`src/rtl/ysyx_22041211_alu_arbiter.sv`:
```
// Round-robin arbiter that shares one combinational ALU between the EXU main
// path (port 0) and the branch/compare unit (port 1). Each transaction passes
// through IDLE (accept) -> EXEC (ALU evaluates registered operands) -> RESP
// (result held until the requester takes it).
module ysyx_22041211_alu_arbiter #(
   parameter int unsigned DATA_LEN = 32,
   parameter int unsigned OP_LEN   = 4
) (
   input  logic                clock,
   input  logic                reset,
   // Requester 0
   input  logic                req0_valid,
   output logic                req0_ready,
   input  logic [DATA_LEN-1:0] req0_src1,
   input  logic [DATA_LEN-1:0] req0_src2,
   input  logic [OP_LEN-1:0]   req0_op,
   // Requester 1
   input  logic                req1_valid,
   output logic                req1_ready,
   input  logic [DATA_LEN-1:0] req1_src1,
   input  logic [DATA_LEN-1:0] req1_src2,
   input  logic [OP_LEN-1:0]   req1_op,
   // Response 0
   output logic                resp0_valid,
   input  logic                resp0_ready,
   output logic [DATA_LEN-1:0] resp0_result,
   output logic                resp0_less,
   output logic                resp0_zero,
   // Response 1
   output logic                resp1_valid,
   input  logic                resp1_ready,
   output logic [DATA_LEN-1:0] resp1_result,
   output logic                resp1_less,
   output logic                resp1_zero,
   // Shared ALU
   output logic [DATA_LEN-1:0] alu_src1,
   output logic [DATA_LEN-1:0] alu_src2,
   output logic [OP_LEN-1:0]   alu_control,
   input  logic [DATA_LEN-1:0] alu_result,
   input  logic                alu_less,
   input  logic                alu_zero
);

   typedef enum logic [1:0] {StIdle, StExec, StResp} state_e;

   state_e              state_q, state_d;
   logic                prio_q, prio_d;
   logic                gid_q, gid_d;
   logic [DATA_LEN-1:0] src1_q, src1_d;
   logic [DATA_LEN-1:0] src2_q, src2_d;
   logic [OP_LEN-1:0]   op_q, op_d;
   logic [DATA_LEN-1:0] result_q, result_d;
   logic                less_q, less_d;
   logic                zero_q, zero_d;

   logic any_valid;
   logic grant;
   logic resp_fire;

   // A lone requester always wins; on contention the prio bit picks the port.
   assign any_valid = req0_valid | req1_valid;
   assign grant     = (req0_valid & req1_valid) ? prio_q : req1_valid;
   assign resp_fire = gid_q ? resp1_ready : resp0_ready;

   // The ALU only ever sees registered operands, so its inputs never glitch.
   assign alu_src1    = src1_q;
   assign alu_src2    = src2_q;
   assign alu_control = op_q;

   assign resp0_result = result_q;
   assign resp0_less   = less_q;
   assign resp0_zero   = zero_q;
   assign resp1_result = result_q;
   assign resp1_less   = less_q;
   assign resp1_zero   = zero_q;

   // Next-state, register-load and handshake decode for the three-phase FSM.
   always_comb begin
      state_d     = state_q;
      prio_d      = prio_q;
      gid_d       = gid_q;
      src1_d      = src1_q;
      src2_d      = src2_q;
      op_d        = op_q;
      result_d    = result_q;
      less_d      = less_q;
      zero_d      = zero_q;
      req0_ready  = 1'b0;
      req1_ready  = 1'b0;
      resp0_valid = 1'b0;
      resp1_valid = 1'b0;

      case (state_q)
         StIdle: begin
            if (any_valid) begin
               req0_ready = ~grant;
               req1_ready = grant;
               gid_d      = grant;
               src1_d     = grant ? req1_src1 : req0_src1;
               src2_d     = grant ? req1_src2 : req0_src2;
               op_d       = grant ? req1_op : req0_op;
               state_d    = StExec;
            end
         end
         StExec: begin
            result_d = alu_result;
            less_d   = alu_less;
            zero_d   = alu_zero;
            state_d  = StResp;
         end
         StResp: begin
            resp0_valid = ~gid_q;
            resp1_valid = gid_q;
            if (resp_fire) begin
               // Hand priority to the port that did not just finish.
               prio_d  = ~gid_q;
               state_d = StIdle;
            end
         end
         default: state_d = StIdle;
      endcase
   end

   // State and datapath registers; reset drops any in-flight transaction.
   always_ff @(posedge clock) begin
      if (reset) begin
         state_q  <= StIdle;
         prio_q   <= 1'b0;
         gid_q    <= 1'b0;
         src1_q   <= '0;
         src2_q   <= '0;
         op_q     <= '0;
         result_q <= '0;
         less_q   <= 1'b0;
         zero_q   <= 1'b0;
      end else begin
         state_q  <= state_d;
         prio_q   <= prio_d;
         gid_q    <= gid_d;
         src1_q   <= src1_d;
         src2_q   <= src2_d;
         op_q     <= op_d;
         result_q <= result_d;
         less_q   <= less_d;
         zero_q   <= zero_d;
      end
   end

endmodule

```
`config.mk`:
```
export PLATFORM = sky130hd
export DESIGN_NAME = ysyx_22041211_alu_arbiter
export DESIGN_NICKNAME = d
export VERILOG_FILES = /design/src/rtl/ysyx_22041211_alu_arbiter.sv
export SDC_FILE = /design/constraint.sdc
export NUM_CORES = 1
export LEC_CHECK = 0
export BUFFER_PORTS_ARGS = -buffer_cell sky130_fd_sc_hd__clkbuf_2
export CORE_AREA = 2 2 122 124
export CTS_BUF_LIST = sky130_fd_sc_hd__clkbuf_4 sky130_fd_sc_hd__clkbuf_8
export DETAILED_ROUTE_END_ITERATION = 8
export DIE_AREA = 0 0 124 126
export GPL_TIMING_DRIVEN = 0
export PLACE_DENSITY = 0.78
export SKIP_CTS_REPAIR_TIMING = 1
export SYNTH_ARGS = -nofsm -noshare
export SYNTH_HDL_FRONTEND = slang
export SYNTH_SLANG_ARGS = --single-unit
```
`constraint.sdc`:
```
create_clock -name clock -period 2.8 [get_ports clock]
set_input_delay 0.14 -clock clock [delete_from_list [all_inputs] [get_ports clock]]
set_output_delay 0.14 -clock clock [all_outputs]
set_load 0.1 [all_outputs]
```
==> run summary, run 1 <==
Status: complete, no violations
Number of cells on the worst reg-to-reg path: 5
Synthesis-stage register bit count: 106
Max-cap violations: 0
Post-route cell area: 7310 µm²
CTS H-Tree Depth: 3
Hold WC Path Type: primary input to flop
Worst hold path startpoint: req0_src1[18]
Endpoints failing setup: 0
Combined flip-flop and latch cell area: 2120 µm²
WL/cell: 16.5 µm
Die boundary height: 126 µm
CTS sink count: 106
Port buffer count: 313
Capture point of the worst reg-to-reg path: alu_src1[0]
First-pass GRT wire length: 27,200 µm
Multi-input gate area: 2300 µm²
Leakage: 3.29 nW
Insertion delay to the later sink of the worst-skew pair: 0.39 ns
Accumulated negative setup slack: 0 ns
Post-layout net count: 1,141
Pre-CTS worst setup slack: 0.250 ns
Total Die Area: 15,600 µm²
Required time worst endpoint: 2.66 ns
Maximum fanout encountered on the critical timing path: 10
Final max-slew violation count: 0
Slew @ Worst Pin: 0.734 ns
CTS Root Buffer Type: sky130_fd_sc_hd__clkbuf_8
CP endpoint kind: output port
RSZ-0062 raised after global routing: false
Antenna violations before repair: 0
Die W: 124 µm
Total number of vias: 5,966
Maximum clock skew at final layout: 0.00756 ns
Number of DRC violations after detailed routing: 0
Number of synthesis warnings: 0
Final worst setup slack: 0.167 ns
Minimum setup slack among reg-to-reg paths: 0.84 ns
Share of the cycle needed by the critical path after routing: 94.1%
Final worst path period need: 2.63 ns
DRT Pass-1 Iters: 5
Worst setup path category: flop to output port
Wire length after detailed routing: 19,000 µm
Mean area per synthesized cell: 8.18 µm²
Core outline area: 14,300 µm²
Vias per cell: 5.17
Number of cells produced by synthesis: 611
Dpl cell area: 6800 µm²
Worst Hold End: alu_src1[18]
Cell Count, Final, Fillers Out: 1,154
Layout cell share with drive strength beyond 1: 40.8%
Maximum number of pins on one net before global-route repair: 19
Final hold violation count: 0
Worst hold stages: 3
Antenna diodes: 0
Total CTS buffers: 9
VDD IR-drop max: 0.392 mV
Count of boundary I/O pins: 316
Deepest clock path buffer count: 2
Number of placed cells counting well taps: 1,108
Sequential cell area fraction in the yosys report: 42.4%
Layout overhead on the synthesized area: 46.1%
First DRT Iteration DRCs: 331
Cell Pwr Density: 706 nW/µm²
Data arrival time of the worst path: 2.49 ns
Top achievable clock speed: 380 MHz
Sum of overflow across all layers after global routing: 0
Worst slew margin relative to its limit: 51.1%
Final HPWL DP: 14,000 µm
Most frequent standard cell in the layout excluding fill and tap cells: sky130_fd_sc_hd__clkbuf_2
Clock slew at the register clock pins of the worst setup and hold paths: 0.11 ns
Number of nets in the synthesized netlist: 787
Routability cong.: 0.888
Crit path launch type: flop
Overall Global Routing Usage: 22.4%
Mapped Area: 5000 µm²
Filler instances: 1,397
Netlist cell types: 25
CTS tree: built
Initial standard-cell utilization of the core: 34.9%
Reg2Reg Launch Point: prio_q
Number of rows created at floorplan: 44
Hold slack final: 0.00683 ns
Post-DRT Antenna Nets: 0
Most frequent cells in the layout: 314 x sky130_fd_sc_hd__clkbuf_2, 106 x sky130_fd_sc_hd__dfxtp_1, 105 x sky130_fd_sc_hd__a21oi_1
Vias in the first global route: 5,413
kinds of logic after synthesis:
logic type             count (synthesis)  share of synthesized area [%]
AO/OA/AOI/OAI                        244                           32.3
AND/OR/NAND/NOR                      151                           13.6
buffers and inverters                109                           11.5
flip-flops                           106                           42.4
multiplexers                           1                          0.200
registers in the layout, summed over array words and instances (netlist names):
name,cells
alu_src1,32
prio_q,1
resp0_zero,1
resp0_result,32
resp0_less,1
alu_control,4
gid_q,1
state_q,2
alu_src2,32
how the worst max path moves through the flow:
| stage | startpoint | to | slack, ns |
|---|---|---|---|
| 4_1_cts | state_q[1] | req0_ready | -0.19 |
| 3_5_place_dp | state_q[1] | req0_ready | 0.25 |
| 2_1_floorplan | state_q[1] | req0_ready | 0.18 |
| 3_3_place_gp | state_q[1] | req0_ready | 0.23 |
| 6_report | state_q[1] | req0_ready | 0.17 |
| 5_1_grt | state_q[1] | req0_ready | 0.004 |
Yosys cell counts (all sizes together):
cell type  instances  share of area [%]
inv                2               0.15
nand3             68                6.8
nand2             69                5.2
o21ai             68                6.8
dfxtp            106                 42
and2               2               0.25
a21oi            105                 11
nor2b              4               0.50
and3               2               0.25
a311oi            68                 14
buf               45                6.7
mux2i              1               0.20
nor2               3               0.23
a21boi             1               0.15
o21ba              1               0.20
or2                1               0.13
nand2b             2               0.25
clkbuf            62                4.7
a2111oi            1               0.18
routing by layer:
| metal | wire length [µm] | global-route usage, % | vias to the layer above | part of all wire (%) |
|---|---|---|---|---|
| met5 | 0 | 0 | - | 0 |
| met2 | 9340 | 38.5 | 283 | 49 |
| met1 | 7190 | 24.9 | 2714 | 38 |
| met4 | 736 | 12.0 | 0 | 3.9 |
| li1 | - | - | 2916 | - |
| met3 | 1730 | 5.93 | 53 | 9.1 |
stage by stage:
stage	total power, W	utilization, %
after global routing	0.00537	51.0
after floorplan	0.00368	-
after CTS	0.00514	48.9
after detailed placement	0.00416	47.5
after global placement	0.00414	47.5
final	0.00516	51.0
worst max-delay path, stage by stage, from the launching register on:
cell and delay, ns:
sky130_fd_sc_hd__dfxtp_1 0.35, sky130_fd_sc_hd__nor2_2 0.53, sky130_fd_sc_hd__clkbuf_1 0.41, sky130_fd_sc_hd__nand2_1 0.17
sky130_fd_sc_hd__a21oi_1 0.16, sky130_fd_sc_hd__clkbuf_2 0.48
where the power goes:
part / switching [W] / internal, W
clock network: 0.000577 / 0.000420
registers: 0.0000999 / 0.00167
logic: 0.00191 / 0.000483
total: 0.00259 / 0.00257
layout make-up:
type                       instances  share of cell area [%]
timing repair buffer             344                    25.7
multi-input combinational        396                    31.5
sequential                       106                    29.0
buffer                           106                    7.72
clock buffer                       9                    1.70
clock inverter                     7                    1.06
tap                              184                    3.15
inverter                           2                   0.103
(Power assumes the default switching activity.)
==> run 2: changes to the inputs <==
--- a/config.mk
+++ b/config.mk
@@ -5,11 +5,12 @@
 export SDC_FILE = /design/constraint.sdc
 export NUM_CORES = 1
 export LEC_CHECK = 0
-export BUFFER_PORTS_ARGS = -buffer_cell sky130_fd_sc_hd__clkbuf_2
-export CORE_AREA = 2 2 122 124
+export ABC_AREA = 1
+export BUFFER_PORTS_ARGS = -buffer_cell sky130_fd_sc_hd__buf_4
+export CORE_AREA = 2 2 124 126
 export CTS_BUF_LIST = sky130_fd_sc_hd__clkbuf_4 sky130_fd_sc_hd__clkbuf_8
 export DETAILED_ROUTE_END_ITERATION = 8
-export DIE_AREA = 0 0 124 126
+export DIE_AREA = 0 0 126 128
 export GPL_TIMING_DRIVEN = 0
 export PLACE_DENSITY = 0.78
 export SKIP_CTS_REPAIR_TIMING = 1
==> run 2 against run 1 <==
Design area rose by 12%; power rose by 10%; non-clock buffer count fell by 17; flip-flop and latch count did not move; the run now ends with hold timing left; sequential share of layout area fell by 3.2 points; critical path depth rose by 2; setup slack improved by 0.76 ns; maximum frequency rose by 41%; via count rose by 2.6%.
==> run summary, run 2 <==
Required time worst endpoint: 2.66 ns
Slew @ Worst Pin: 0.469 ns
Leakage: 4.09 nW
Total CTS buffers: 9
Clock slew at the register clock pins of the worst setup and hold paths: 0.10 ns
Accumulated negative setup slack: 0 ns
Worst setup path category: flop to output port
Antenna diodes: 0
Cell Count, Final, Fillers Out: 1,285
Count of boundary I/O pins: 316
Overall Global Routing Usage: 22.7%
Hold WC Path Type: primary input to flop
Die boundary height: 128 µm
CTS sink count: 106
Number of synthesis warnings: 0
Layout overhead on the synthesized area: 57.8%
Commonest cells in the synthesized netlist: 212 x sky130_fd_sc_hd__nor2_1, 106 x sky130_fd_sc_hd__dfxtp_1, 81 x sky130_fd_sc_hd__o21ai_0
Total number of vias: 6,121
Number of nets in the synthesized netlist: 920
Status: finished with violations
Ranking of synthesized cells by area: sky130_fd_sc_hd__dfxtp_1 41%, sky130_fd_sc_hd__nor2_1 15%, sky130_fd_sc_hd__a21boi_0 9.8%
Clock network power share: 15.9%
Dpl cell area: 7810 µm²
WL/cell: 15.2 µm
Port buffer count: 315
Wire length after detailed routing: 19,600 µm
Most frequent standard cell in the layout excluding fill and tap cells: sky130_fd_sc_hd__buf_4
Most frequent cells in the layout: 358 x sky130_fd_sc_hd__buf_4, 212 x sky130_fd_sc_hd__nor2_1, 106 x sky130_fd_sc_hd__dfxtp_1
Portion of synthesized cell area occupied by the leading cell type: 40.8%
Power after layout: 0.00569 W
Post-layout net count: 1,269
Number of flops mapped to enable cells by yosys: 0
Core outline area: 14,900 µm²
Slowest library cell on the worst path: sky130_fd_sc_hd__dfxtp_1
Post-DRT Antenna Nets: 0
Routability cong.: 0.862
Antenna violations before repair: 0
Max-cap violations: 0
Part of the power in registers: 31.6%
Number of rows created at floorplan: 45
Number of placed cells counting well taps: 1,247
Share of the cycle needed by the critical path after routing: 66.9%
Layout cell share with drive strength beyond 1: 36.5%
Deepest clock path buffer count: 2
Internal power: 0.00281 W
Final hold violation count: 3
Crit path launch type: flop
Post-synth ARST share: 0%
Maximum fanout encountered on the critical timing path: 10
CTS H-Tree Depth: 3
First-pass GRT wire length: 29,000 µm
Maximum clock skew at final layout: 0.00851 ns
Sum of overflow across all layers after global routing: 0
Post-route cell area: 8220 µm²
Number of DRC violations after detailed routing: 0
Final worst path period need: 1.87 ns
DRT Pass-1 Iters: 4
CTS Root Buffer Type: sky130_fd_sc_hd__clkbuf_8
Top achievable clock speed: 534 MHz
Biggest area consumer among synthesized cells: sky130_fd_sc_hd__dfxtp_1
Mapped Area: 5210 µm²
Total Die Area: 16,100 µm²
Sequential cell area fraction in the yosys report: 40.8%
Switching part of the total power: 50.6%
Cell Pwr Density: 693 nW/µm²
Data arrival time of the worst path: 1.73 ns
Synthesis-stage register bit count: 106
Netlist cell types: 19
Hold slack final: -0.0108 ns
Initial standard-cell utilization of the core: 35.0%
Vias in the first global route: 5,679
Mean area per synthesized cell: 7.00 µm²
List of cells traversed by the critical path: inv_2 -> nand2_2 -> nor2_4 -> buf_4 -> inv_1 -> nor2_1 -> buf_4
RSZ-0062 raised after global routing: false
Number of cells produced by synthesis: 744
CTS tree: built
Final max-slew violation count: 0
CP endpoint kind: output port
Final HPWL DP: 14,800 µm
Flip-flop cell with the highest count after synthesis: sky130_fd_sc_hd__dfxtp_1
Cell with the most instances on the worst path: sky130_fd_sc_hd__buf_4
Die W: 126 µm
Worst slew margin relative to its limit: 68.7%
Comb pwr share: 52.5%
Largest stage delay on the critical path: 0.33 ns
Top-count cell post-synth: sky130_fd_sc_hd__nor2_1
Violations in the final reports: hold timing
Insertion delay to the later sink of the worst-skew pair: 0.37 ns
Vias per cell: 4.76
Maximum number of pins on one net before global-route repair: 16
Switching component of the power: 0.00288 W
VDD IR-drop max: 0.286 mV
Endpoints failing setup: 0
First DRT Iteration DRCs: 244
[run 2: cell types whose count changed in the layout (fill, tap and decap cells not counted), moves of 48 or more]
| cell | before | now |
|---|---|---|
| sky130_fd_sc_hd__a311oi_1 | 48 | 0 |
| sky130_fd_sc_hd__clkbuf_2 | 314 | 1 |
| sky130_fd_sc_hd__buf_4 | 34 | 358 |
| sky130_fd_sc_hd__nor2_1 | 2 | 212 |
| sky130_fd_sc_hd__a21boi_0 | 1 | 68 |
| sky130_fd_sc_hd__a21oi_1 | 105 | 3 |
[run 2: logic make-up (layout without fill, tap and decap cells)]
| kind of cell | after synthesis | in the layout | synth area share (%) |
|---|---|---|---|
| simple gates | 359 | 359 | 27.9 |
| flops | 106 | 106 | 40.8 |
| compound gates | 174 | 174 | 20.0 |
| buf+inv | 105 | 458 | 11.3 |
[run 2: cell type report]
type | instances | area [µm²]
fill | 1388 | 6650
buffer | 95 | 551
sequential | 106 | 2120
clock inverter | 2 | 12.5
clock buffer | 13 | 166
tap | 188 | 235
inverter | 10 | 37.5
multi-input combinational | 533 | 2500
timing repair buffer | 338 | 2590
[run 2: path summary, 6_finish.rpt]
kind,slack [ns],cells after the start,startpoint,to
setup / recovery,0.93,7,state_q[0],req0_ready
hold / removal,-0.01,3,alu_result[17],resp0_result[17]
setup reg to reg,1.31,6,prio_q,alu_src1[30]
hold reg to reg,0.48,2,prio_q,prio_q
[run 2: worst max-delay path: cells and delay by family (launching register included)]
kind / cells / cell delay [ns]
buffers and inverters: 4 / 0.69
and+or+nand+nor: 3 / 0.34
DFF: 1 / 0.33
[run 2: metal layers]
metal	vias up	GRT usage, %	wire length [µm]
li1	3092	-	-
met1	2762	26.9	7990
met2	240	39.8	9720
met3	27	6.34	1500
met4	0	7.43	376
met5	-	0	0
[run 2: power groups by stage]
stage,clock (W),combinational (W),sequential (W)
floorplan,0,0.000984,0.00307
global placement,0,0.00295,0.00183
detailed placement,0,0.00297,0.00183
CTS,0.000938,0.00297,0.00180
global route,0.000994,0.00312,0.00182
finish,0.000904,0.00299,0.00180
[run 2: stage by stage]
| stage | util [%] | setup slack (ns) |
|---|---|---|
| 2_1_floorplan | - | 0.486 |
| 3_3_place_gp | 52.5 | 1.31 |
| 3_5_place_dp | 52.5 | 1.30 |
| 4_1_cts | 53.7 | 0.873 |
| 5_1_grt | 55.3 | 0.751 |
| 6_report | 55.3 | 0.926 |
==> run 3: changes to the inputs <==
--- a/config.mk
+++ b/config.mk
@@ -7,12 +7,12 @@
 export LEC_CHECK = 0
 export ABC_AREA = 1
 export BUFFER_PORTS_ARGS = -buffer_cell sky130_fd_sc_hd__buf_4
-export CORE_AREA = 2 2 124 126
+export CORE_AREA = 2 2 123 125
 export CTS_BUF_LIST = sky130_fd_sc_hd__clkbuf_4 sky130_fd_sc_hd__clkbuf_8
 export DETAILED_ROUTE_END_ITERATION = 8
-export DIE_AREA = 0 0 126 128
+export DIE_AREA = 0 0 125 127
 export GPL_TIMING_DRIVEN = 0
-export PLACE_DENSITY = 0.78
+export PLACE_DENSITY = 0.81
 export SKIP_CTS_REPAIR_TIMING = 1
 export SYNTH_ARGS = -nofsm -noshare
 export SYNTH_HDL_FRONTEND = slang
==> constraint.sdc (replaced) <==
create_clock -name clock -period 1.7 [get_ports clock]
set_input_delay 0.085 -clock clock [delete_from_list [all_inputs] [get_ports clock]]
set_output_delay 0.085 -clock clock [all_outputs]
set_load 0.1 [all_outputs]
==> run 3 against run 2 <==
The run now ends clean; routed wire length grew 1.4%; largest power group unchanged; setup slack worse by 0.83 ns; global-route usage is 0.52 points higher.
==> run summary, run 3 (synthesized netlist as in run 2, its figures left out) <==
Sum of overflow across all layers after global routing: 0
Most frequent cells in the layout: 356 x sky130_fd_sc_hd__buf_4, 209 x sky130_fd_sc_hd__nor2_1, 105 x sky130_fd_sc_hd__dfxtp_1
Hold WC Path Type: primary input to flop
Most frequent standard cell in the layout excluding fill and tap cells: sky130_fd_sc_hd__buf_4
Top achievable clock speed: 622 MHz
Worst slew margin relative to its limit: 67.1%
CTS Root Buffer Type: sky130_fd_sc_hd__clkbuf_8
WL/cell: 15.3 µm
Layout overhead on the synthesized area: 62.3%
Insertion delay to the later sink of the worst-skew pair: 0.37 ns
Final hold violation count: 0
Overall Global Routing Usage: 23.2%
CTS sink count: 106
Max-cap violations: 0
First DRT Iteration DRCs: 328
Cell Count, Final, Fillers Out: 1,297
Cell Pwr Density: 1150 nW/µm²
CP Buf/Inv Count: 4
Number of cells on the worst reg-to-reg path: 6
Slew @ Worst Pin: 0.494 ns
Vias in the first global route: 5,738
Antenna diodes: 0
RSZ-0062 raised after global routing: true
Die boundary height: 127 µm
Port buffer count: 315
Endpoints failing setup: 0
Minimum setup slack among reg-to-reg paths: 0.20 ns
Total Die Area: 15,900 µm²
Die W: 125 µm
Total CTS buffers: 9
Number of rows created at floorplan: 44
Maximum fanout encountered on the critical timing path: 3
Routability cong.: 0.860
Worst hold stages: 3
Deepest clock path buffer count: 2
Crit path launch type: flop
Post-layout net count: 1,284
Number of DRC violations after detailed routing: 0
Wire length after detailed routing: 19,900 µm
Initial standard-cell utilization of the core: 36.1%
Clock slew at the register clock pins of the worst setup and hold paths: 0.10 ns
Final HPWL DP: 14,800 µm
Cell with the most instances on the worst path: sky130_fd_sc_hd__nor2_4
CP delay by family, top: buffers and inverters
Filler instances: 1,307
Slowest library cell on the worst path: sky130_fd_sc_hd__dfxtp_1
Number of placed cells counting well taps: 1,243
CTS H-Tree Depth: 3
Power after layout: 0.00976 W
DRT Pass-1 Iters: 4
Multi-input gate area: 2510 µm²
Final worst path period need: 1.61 ns
Required time worst endpoint: 1.62 ns
Antenna violations before repair: 0
Leakage: 4.19 nW
Post-DRT Antenna Nets: 0
Total number of vias: 6,178
Maximum number of pins on one net before global-route repair: 17
Share of the cycle needed by the critical path after routing: 94.6%
First-pass GRT wire length: 29,700 µm
Core outline area: 14,400 µm²
Vias per cell: 4.76
CTS tree: built
Data arrival time of the worst path: 1.52 ns
Maximum clock skew at final layout: 0.00512 ns
Worst setup path category: flop to output port
Status: complete, no violations
Count of boundary I/O pins: 316
Final max-slew violation count: 0
Combined flip-flop and latch cell area: 2120 µm²
Largest stage delay on the critical path: 0.34 ns
Cell depth of the worst setup path: 7
VDD IR-drop max: 0.588 mV
List of cells traversed by the critical path: inv_2 -> nand2_2 -> nor2_4 -> buf_8 -> inv_1 -> nor2_4 -> buf_12
CP endpoint kind: output port
Layout cell share with drive strength beyond 1: 36.7%
==> run 3: cell count changes in the layout (fill, tap and decap cells not counted), sizes merged <==
cell / before / now
clkbuf: 43 / 42
buf: 380 / 383
bufinv: 0 / 2
clkinv: 2 / 3
dlygate4sd3: 23 / 35
clkinvlp: 1 / 0
==> run 3: through the flow <==
stage / area (µm²) / worst slack [ns] / TNS [ns] / hold slack (ns) / util [%]
floorplan: 5210 / -0.294 / -0.704 / 0.154 / -
global placement: 7810 / 0.207 / 0 / 0.282 / 54.1
detailed placement: 7810 / 0.203 / 0 / 0.286 / 54.1
CTS: 8040 / -0.159 / -0.176 / -0.140 / 55.7
global route: 8450 / -0.0122 / -0.0122 / -0.000222 / 58.6
finish: 8450 / 0.0917 / 0 / 0.00446 / 58.6
==> run 3: path summary, 6_finish.rpt <==
check | endpoint | startpoint
max | req0_ready | state_q[0]
min reg2reg | prio_q | prio_q
max reg2reg | alu_src1[3] | prio_q
min | prio_q | resp0_ready
==> run 3: final cells by class <==
class                           count  share of cell area [%]
Buffer                             95                    6.60
Clock buffer                       12                    1.88
Clock inverter                      4                   0.873
Inverter                           10                   0.444
Multi-Input combinational cell    533                    29.7
Sequential cell                   106                    25.1
Tap cell                          184                    2.72
Timing Repair Buffer              353                    32.7
==> run 3: report_power, final <==
group	switching, W	leakage (nW)	total (W)	internal [W]
logic	0.00373	3.19	0.00499	0.00126
registers	0.000188	0.879	0.00297	0.00278
clock network	0.000870	0.120	0.00180	0.000928
==> run 3: tightest hold or removal path: stages <==
cell and delay, ns:
sky130_fd_sc_hd__buf_4 0.11, sky130_fd_sc_hd__nand3_1 0.08, sky130_fd_sc_hd__a21oi_1 0.06
==> run 3: routing by layer <==
metal	vias up	GRT usage (%)	share of wire, %
li1	3122	-	-
met2	257	41.3	49
met5	-	0	0
met4	0	7.84	2.4
met1	2770	26.9	40
met3	29	6.49	7.9
